**src/rtl/prio_encoder_pipe.sv**
```systemverilog
// prio_encoder_pipe: registered N-to-$clog2(N) encoder with a valid/ready handshake.
// The modes are LSB-first priority, MSB-first priority and strict one-hot. The block
// reports hit and error flags, and keeps a saturating count of erroring beats.
// The output register is one beat deep. A new beat can be accepted in the same cycle
// that the held beat drains.
module prio_encoder_pipe #(
   parameter  int N         = 8,
   parameter  int MODE      = 0,
   parameter  int ERR_CNT_W = 8,
   localparam int W         = $clog2(N)
) (
   input  logic                 clk,
   input  logic                 rst_n,
   input  logic                 in_valid,
   output logic                 in_ready,
   input  logic [N-1:0]         in_vec,
   output logic                 out_valid,
   input  logic                 out_ready,
   output logic [W-1:0]         out_idx,
   output logic                 out_hit,
   output logic                 out_err,
   input  logic                 clr_err,
   output logic [ERR_CNT_W-1:0] err_count
);

   localparam int MODE_LSB    = 0;
   localparam int MODE_MSB    = 1;
   localparam int MODE_ONEHOT = 2;

   logic         accept;
   logic [W-1:0] enc_idx;
   logic         enc_hit;
   logic         enc_err;
   logic         one_hot;

   // The output register can take a new beat when it is empty or when it drains this cycle.
   assign in_ready = !out_valid || out_ready;
   assign accept   = in_valid && in_ready;

   // A vector is one-hot when it is nonzero and clearing its lowest set bit leaves zero.
   assign one_hot  = (in_vec != '0) && ((in_vec & (in_vec - N'(1))) == '0);

   // Combinational encoding of the presented vector for the selected mode.
   always_comb begin
      // NOTE: every output of this block gets a default before any branch, so no path
      // leaves a variable unassigned and no latch is inferred. Blocking '=' is correct
      // here: later loop iterations deliberately override earlier ones.
      enc_idx = '0;
      enc_hit = |in_vec;
      enc_err = 1'b0;
      case (MODE)
         MODE_MSB: begin
            // Ascending scan, so the last set bit found (the highest) wins.
            for (int i = 0; i < N; i++) begin
               if (in_vec[i]) enc_idx = W'(i);
            end
         end
         MODE_ONEHOT: begin
            if (one_hot) begin
               for (int i = 0; i < N; i++) begin
                  if (in_vec[i]) enc_idx = W'(i);
               end
            end else begin
               enc_err = 1'b1;
            end
         end
         default: begin
            // LSB-first. A descending scan means the lowest set bit wins.
            for (int i = N - 1; i >= 0; i--) begin
               if (in_vec[i]) enc_idx = W'(i);
            end
         end
      endcase
   end

   // Output register. It loads on accept, drains on out_ready, and holds while stalled.
   always_ff @(posedge clk) begin
      // NOTE: sequential state uses non-blocking '<=' only, so every register samples
      // the values from before the edge. Reset is synchronous: it is checked inside the
      // clocked block, and it discards any held beat.
      if (!rst_n) begin
         out_valid <= 1'b0;
         out_idx   <= '0;
         out_hit   <= 1'b0;
         out_err   <= 1'b0;
      end else if (accept) begin
         out_valid <= 1'b1;
         out_idx   <= enc_idx;
         out_hit   <= enc_hit;
         out_err   <= enc_err;
      end else if (out_ready) begin
         out_valid <= 1'b0;
      end
   end

   // Saturating error counter. A clear in the same cycle as an erroring accept leaves 1.
   always_ff @(posedge clk) begin
      if (!rst_n) begin
         err_count <= '0;
      end else if (clr_err) begin
         err_count <= (accept && enc_err) ? ERR_CNT_W'(1) : '0;
      end else if (accept && enc_err && (err_count != '1)) begin
         err_count <= err_count + ERR_CNT_W'(1);
      end
   end

endmodule

```
**config.mk**
```make
export PLATFORM = sky130hd
export DESIGN_NAME = prio_encoder_pipe
export DESIGN_NICKNAME = d
export VERILOG_FILES = /design/src/rtl/prio_encoder_pipe.sv
export SDC_FILE = /design/constraint.sdc
export NUM_CORES = 1
export LEC_CHECK = 0
export CORE_AREA = 5 5 42 44
export CTS_BUF_LIST = sky130_fd_sc_hd__clkbuf_16
export DETAILED_ROUTE_END_ITERATION = 8
export DIE_AREA = 0 0 47 49
export PLACE_DENSITY = 0.65
export RECOVER_POWER = 100
export SLEW_MARGIN = 40
export SYNTH_ARGS = -nofsm -noshare
export SYNTH_HDL_FRONTEND = slang
export SYNTH_SLANG_ARGS = --single-unit
```
**constraint.sdc**
```tcl
create_clock -name clk -period 2.43 [get_ports clk]
set_input_delay 0.486 -clock clk [delete_from_list [all_inputs] [get_ports clk]]
set_output_delay 0.486 -clock clk [all_outputs]
set_load 0.02 [all_outputs]
```
==> results of run 1 <==
-- cells in the final DEF, fill, tap and decap left out --
master / instances
inv_1: 4
dlygate4sd3_1: 7
clkdlybuf4s50_1: 10
nor4_2: 1
dfxtp_1: 5
o22ai_1: 1
o21ai_0: 2
nand2b_1: 2
o221a_1: 1
nand3_1: 1
nand4_1: 1
nor2_1: 4
clkbuf_16: 3
a221oi_2: 1
nor3_1: 2
nand2_1: 5
and2_0: 1
o2111ai_1: 1
conb_1: 9
a21boi_0: 1
-- path summary, 6_finish.rpt --
check | from | end | slack [ps] | cells past startpoint
max | out_ready | in_ready | 220 | 3
min | out_idx[2]$_SDFFE_PN0P_ | out_idx[2]$_SDFFE_PN0P_ | 450 | 2
max reg2reg | out_valid$_SDFFE_PN0P_ | out_hit$_SDFFE_PN0P_ | 1290 | 4
min reg2reg | out_idx[2]$_SDFFE_PN0P_ | out_idx[2]$_SDFFE_PN0P_ | 450 | 2
-- layer usage --
| metal | up-vias | track usage | part of all wire |
|---|---|---|---|
| li1 | 166 | - | - |
| met3 | 0 | 0.03690 | 0.17 |
| met1 | 145 | 0.08297 | 0.44 |
| met2 | 21 | 0.09276 | 0.40 |
| met5 | - | 0 | 0 |
| met4 | 0 | 0.04147 | 0 |
-- power breakdown --
| part | switching (mW) | total [mW] | leakage, nW | internal [mW] |
|---|---|---|---|---|
| clock | 0.0524 | 0.265 | 0.0423 | 0.213 |
| sequential | 0.00168 | 0.0885 | 0.0411 | 0.0868 |
| combinational | 0.0359 | 0.0644 | 0.155 | 0.0285 |
| total | 0.0900 | 0.418 | 0.239 | 0.328 |
-- per-stage QoR --
step                      area (um^2)  hold WS (ps)  power (mW)  setup WS, ps
after global placement          490.5         439.1      0.1585         288.7
after global routing            559.3         474.7      0.4303         183.0
after detailed placement        490.5         441.7      0.1589         288.4
after floorplan                 382.9         526.8      0.1391          1162
after CTS                       569.3         446.2      0.4262         283.6
final                           559.3         450.2      0.4181         217.9
-- sequential cells by signal, indices dropped and copies added, names as in the netlist --
name / cells
out_idx: 3
out_hit: 1
out_valid: 1
-- final cells by class --
| class | instances | share of cell area |
|---|---|---|
| clock buffer | 3 | 0.1342 |
| tap | 16 | 0.03579 |
| timing repair buffer | 17 | 0.3043 |
| multi-input combinational | 33 | 0.3199 |
| sequential | 5 | 0.1790 |
| inverter | 3 | 0.02013 |
| clock inverter | 1 | 0.006711 |
-- logic make-up after synthesis --
| logic type | Yosys count | synth area share |
|---|---|---|
| AOI/OAI and AO/OA | 7 | 0.1667 |
| buffers and inverters | 14 | 0.2659 |
| DFF | 5 | 0.2837 |
| and+or+nand+nor | 17 | 0.2730 |
| other | 1 | 0.01063 |
-- critical path: cells and delay by family --
| kind | cells | cell delay (ps) |
|---|---|---|
| buf+inv | 2 | 1130 |
| simple gates | 1 | 120 |
==> flow_metrics.env, run 1 <==
export IMPL_p_per_area_nw_per_um2=747.6
export IMPL_grt_max_degree=9
export IMPL_ant_nets=0
export IMPL_critPathLaunchType="input port"
export IMPL_vias_per_cell=4.256
export IMPL_ys_async_sr_fraction=0
export IMPL_core_area_um2=1401
export IMPL_multi_input_area_um2=178.9
export IMPL_cp_end_kind="output pin"
export IMPL_synth_edff_count=0
export IMPL_routed_wl_um=771
export IMPL_die_area_um2=2303
export IMPL_overflow=0
export IMPL_cts_root_buf="clkbuf_16"
export IMPL_leakage_nw=0.2389
export IMPL_skew_ps=1.026
export IMPL_globalplace_congestion=0.6808
export IMPL_numCtsBuffers=3
export IMPL_avgSynthCellArea_um2=8.019
export IMPL_yosysWarnings=0
export IMPL_place_hpwl_um=627.5
export IMPL_portBuffers=17
export IMPL_cts_max_level=1
export IMPL_insertion_delay_ps=230
export IMPL_fmax_ghz=0.4521
export IMPL_grt_pass1_wl_mm=1.159
export IMPL_cts_tree="yes"
export IMPL_maxCapViolCount=0
export IMPL_antenna_found_initial=0
export IMPL_arrival_ps=1730
export IMPL_slowest_stage="dlygate4sd3_1"
export IMPL_yosysMostFrequentCell="buf_4"
export IMPL_final_cells=78
export IMPL_crit_chain="clkdlybuf4s50_1 > nand2b_1 > dlygate4sd3_1"
export IMPL_ys_top_cells_by_count="buf_4 (9), dfxtp_1 (5), nand2_1 (5), nor2_1 (4), inv_1 (3)"
export IMPL_clkSinkCount=5
export IMPL_irDropWorstVdd_uv=191.4
export IMPL_rsz0062_at_grt="false"
export IMPL_drcViolationCount=0
export IMPL_synth_area_leaders="dfxtp_1 (28%), buf_4 (19%), nand2_1 (5.3%)"
export IMPL_clk_pin_slew_ps=30
export IMPL_layout_drive_gt1_share=0.08065
export IMPL_cts_buffer_depth=2
export IMPL_cts_resized=0
export IMPL_finalSetupViolCount=0
export IMPL_timing_worst_setup_path_type="input port to output pin"
export IMPL_syn2layout_area_growth_pct=58.51
export IMPL_drt_pass1_iterations=4
export IMPL_grt_pass1_vias=297
export IMPL_hold_viol_final=0
export IMPL_ys_ff_latch=5
export IMPL_holdBufCountCts=0
export IMPL_ff_latch_area_um2=100.1
export IMPL_row_count=14
export IMPL_synth_distinct_cells=21
export IMPL_period_minus_slack_ps=2212
export IMPL_vias=332
export IMPL_slew_viol_final=0
export IMPL_fillerInstances=142
export IMPL_yosysTopAreaCellShare=0.2837
export IMPL_drt_iter0_markers=6
export IMPL_final_util=0.3991
export IMPL_synth_cells=44
export IMPL_num_antenna_cells=0
export IMPL_fp_dieW_um=47
export IMPL_track_usage=0.06887
export IMPL_boundaryPins=28
export IMPL_synthesis_area_um2=352.8
export IMPL_cp_max_fo=3
export IMPL_hold_path_class="flop to flop"
export IMPL_finalSetupTns_ps=0
export IMPL_finalCritPeriodShare=0.9103
export IMPL_wl_per_cell_um=9.885
export IMPL_final_nets=76
export IMPL_ys_flop_type="dfxtp_1"
export IMPL_synth_top_area_cell="dfxtp_1"
export IMPL_placed_cells=74
export IMPL_post_cts_buffers=0
export IMPL_die_y_um=49
export IMPL_status="finished, final reports clean"
export IMPL_required_ps=1940
export IMPL_slowest_delay_ps=680
export IMPL_yosysSeqAreaShare=0.2837
export IMPL_start_util=0.2518
(Power assumes the default switching activity.)
==> run 2, diff against run 1 <==
GPL_TIMING_DRIVEN = 0   (was unset)
==> flow_metrics.env, run 2 (synthesis gave the netlist of run 1 again) <==
export IMPL_cts_tree="yes"
export IMPL_wl_per_cell_um=8.875
export IMPL_reg_top3="out_idx (3), out_hit (1), out_valid (1)"
export IMPL_slowest_stage="dlygate4sd3_1"
export IMPL_drt_pass1_iterations=4
export IMPL_final_cell_mix="clkdlybuf4s50_1 (10), buf_4 (9), conb_1 (9), dlygate4sd3_1 (6)"
export IMPL_timing_final_ws_setup_ps=224.3
export IMPL_p_total_mw=0.4279
export IMPL_power_frac_clock=0.617
export IMPL_clkSinkCount=5
export IMPL_leakage_nw=0.2862
export IMPL_numCtsBuffers=3
export IMPL_track_usage=0.07394
export IMPL_drcViolationCount=0
export IMPL_overflow=0
export IMPL_arrival_ps=1720
export IMPL_hold_path_class="flop to flop"
export IMPL_slowest_delay_ps=670
export IMPL_switchingPower_mw=0.09057
export IMPL_hold_viol_final=0
export IMPL_irDropWorstVdd_uv=245.4
export IMPL_fmax_ghz=0.4534
export IMPL_vias_per_cell=4.011
export IMPL_cts_root_buf="clkbuf_16"
export IMPL_maxCapViolCount=0
export IMPL_critPathLaunchType="input port"
export IMPL_cts_resized=0
export IMPL_p_comb_frac=0.176
export IMPL_cts_buffer_depth=2
export IMPL_layout_commonest_cell="clkdlybuf4s50_1"
export IMPL_skew_ps=1.168
export IMPL_required_ps=1940
export IMPL_timing_worst_setup_path_type="input port to output pin"
export IMPL_clk_pin_slew_ps=30
export IMPL_status="finished, final reports clean"
export IMPL_post_cts_buffers=0
export IMPL_crit_chain="clkdlybuf4s50_1 > nand2b_1 > dlygate4sd3_1"
export IMPL_globalplace_congestion=0.6716
export IMPL_boundaryPins=28
export IMPL_grt_pass1_wl_mm=1.166
export IMPL_vias=353
export IMPL_syn2layout_area_growth_pct=76.95
export IMPL_largest_reg_flops=3
export IMPL_seq_power_share=0.207
export IMPL_die_area_um2=2303
export IMPL_cp_end_kind="output pin"
export IMPL_insertion_delay_ps=230
export IMPL_grt_pass1_vias=289
export IMPL_routed_wl_um=781
export IMPL_cts_max_level=1
export IMPL_portBuffers=16
export IMPL_swShare=0.2116
export IMPL_rsz0062_at_grt="false"
export IMPL_top_register="out_idx"
export IMPL_period_minus_slack_ps=2206
export IMPL_start_util=0.2518
export IMPL_row_count=14
export IMPL_finalSetupViolCount=0
export IMPL_grt_max_degree=9
export IMPL_core_area_um2=1401
export IMPL_finalCritPeriodShare=0.9077
export IMPL_place_ws_ps=293.4
export IMPL_p_per_area_nw_per_um2=685.4
export IMPL_finalSetupTns_ps=0
export IMPL_slew_viol_final=0
export IMPL_holdBufCountCts=0
export IMPL_die_y_um=49
export IMPL_layout_drive_gt1_share=0.1944
export IMPL_cp_max_fo=3
export IMPL_num_antenna_cells=0
export IMPL_antenna_found_initial=0
export IMPL_fillerInstances=152
export IMPL_ant_nets=0
export IMPL_intPower_mw=0.3374
export IMPL_drt_iter0_markers=3
export IMPL_fp_dieW_um=47
export IMPL_final_nets=86
run 2: cell types whose count changed in the layout (fill, tap and decap cells not counted), sizes merged:
cell | previous run | this run
buf | 0 | 9
clkbuf | 3 | 5
dlygate4sd3 | 7 | 6
run 2: through the flow:
step,hold WS [ps],instances,instance area (um^2),util
global route,483.0,88,624.3,0.4455
detailed placement,455.7,84,563.0,0.4018
global placement,439.4,84,563.0,0.4018
floorplan,526.8,52,382.9,-
finish,464.5,88,624.3,0.4455
CTS,459.6,88,641.9,0.4580
run 2: metal layers:
metal  vias up  global-route usage  share of wire
met5         -                   0              0
met4         0             0.06912          0.022
met3         2             0.03690           0.18
met2        24             0.07692           0.39
met1       142              0.1011           0.41
li1        185                   -              -
run 2: worst max-delay path, delay by kind of cell:
family,cells,cell delay (ps)
buffers and inverters,2,1110
and+or+nand+nor,1,120
run 2: final timing paths:
kind	start	to	slack, ps	depth (start not counted)
worst min-delay path	out_idx[2]$_SDFFE_PN0P_	out_idx[2]$_SDFFE_PN0P_	460	2
worst max-delay path	out_ready	in_ready	220	3
worst max register to register	out_valid$_SDFFE_PN0P_	out_hit$_SDFFE_PN0P_	1250	5
worst min register to register	out_idx[2]$_SDFFE_PN0P_	out_idx[2]$_SDFFE_PN0P_	460	2
run 2: cell type report:
type / count / area (um^2) / share of cell area
Multi-Input combinational cell: 33 / 178.9 / 0.2866
Clock inverter: 1 / 3.754 / 0.006012
Timing Repair Buffer: 16 / 160.2 / 0.2565
Clock buffer: 3 / 75.07 / 0.1202
Tap cell: 16 / 20.02 / 0.03206
Inverter: 3 / 11.26 / 0.01804
Buffer: 11 / 75.07 / 0.1202
Sequential cell: 5 / 100.1 / 0.1603
run 2: power groups by stage:
stage	combinational [mW]	sequential (mW)	clock [mW]
after floorplan	0.0436	0.0955	0
after global placement	0.0805	0.0904	0
after detailed placement	0.0807	0.0907	0
after CTS	0.0810	0.0895	0.269
after global routing	0.0812	0.0892	0.275
final	0.0752	0.0887	0.264
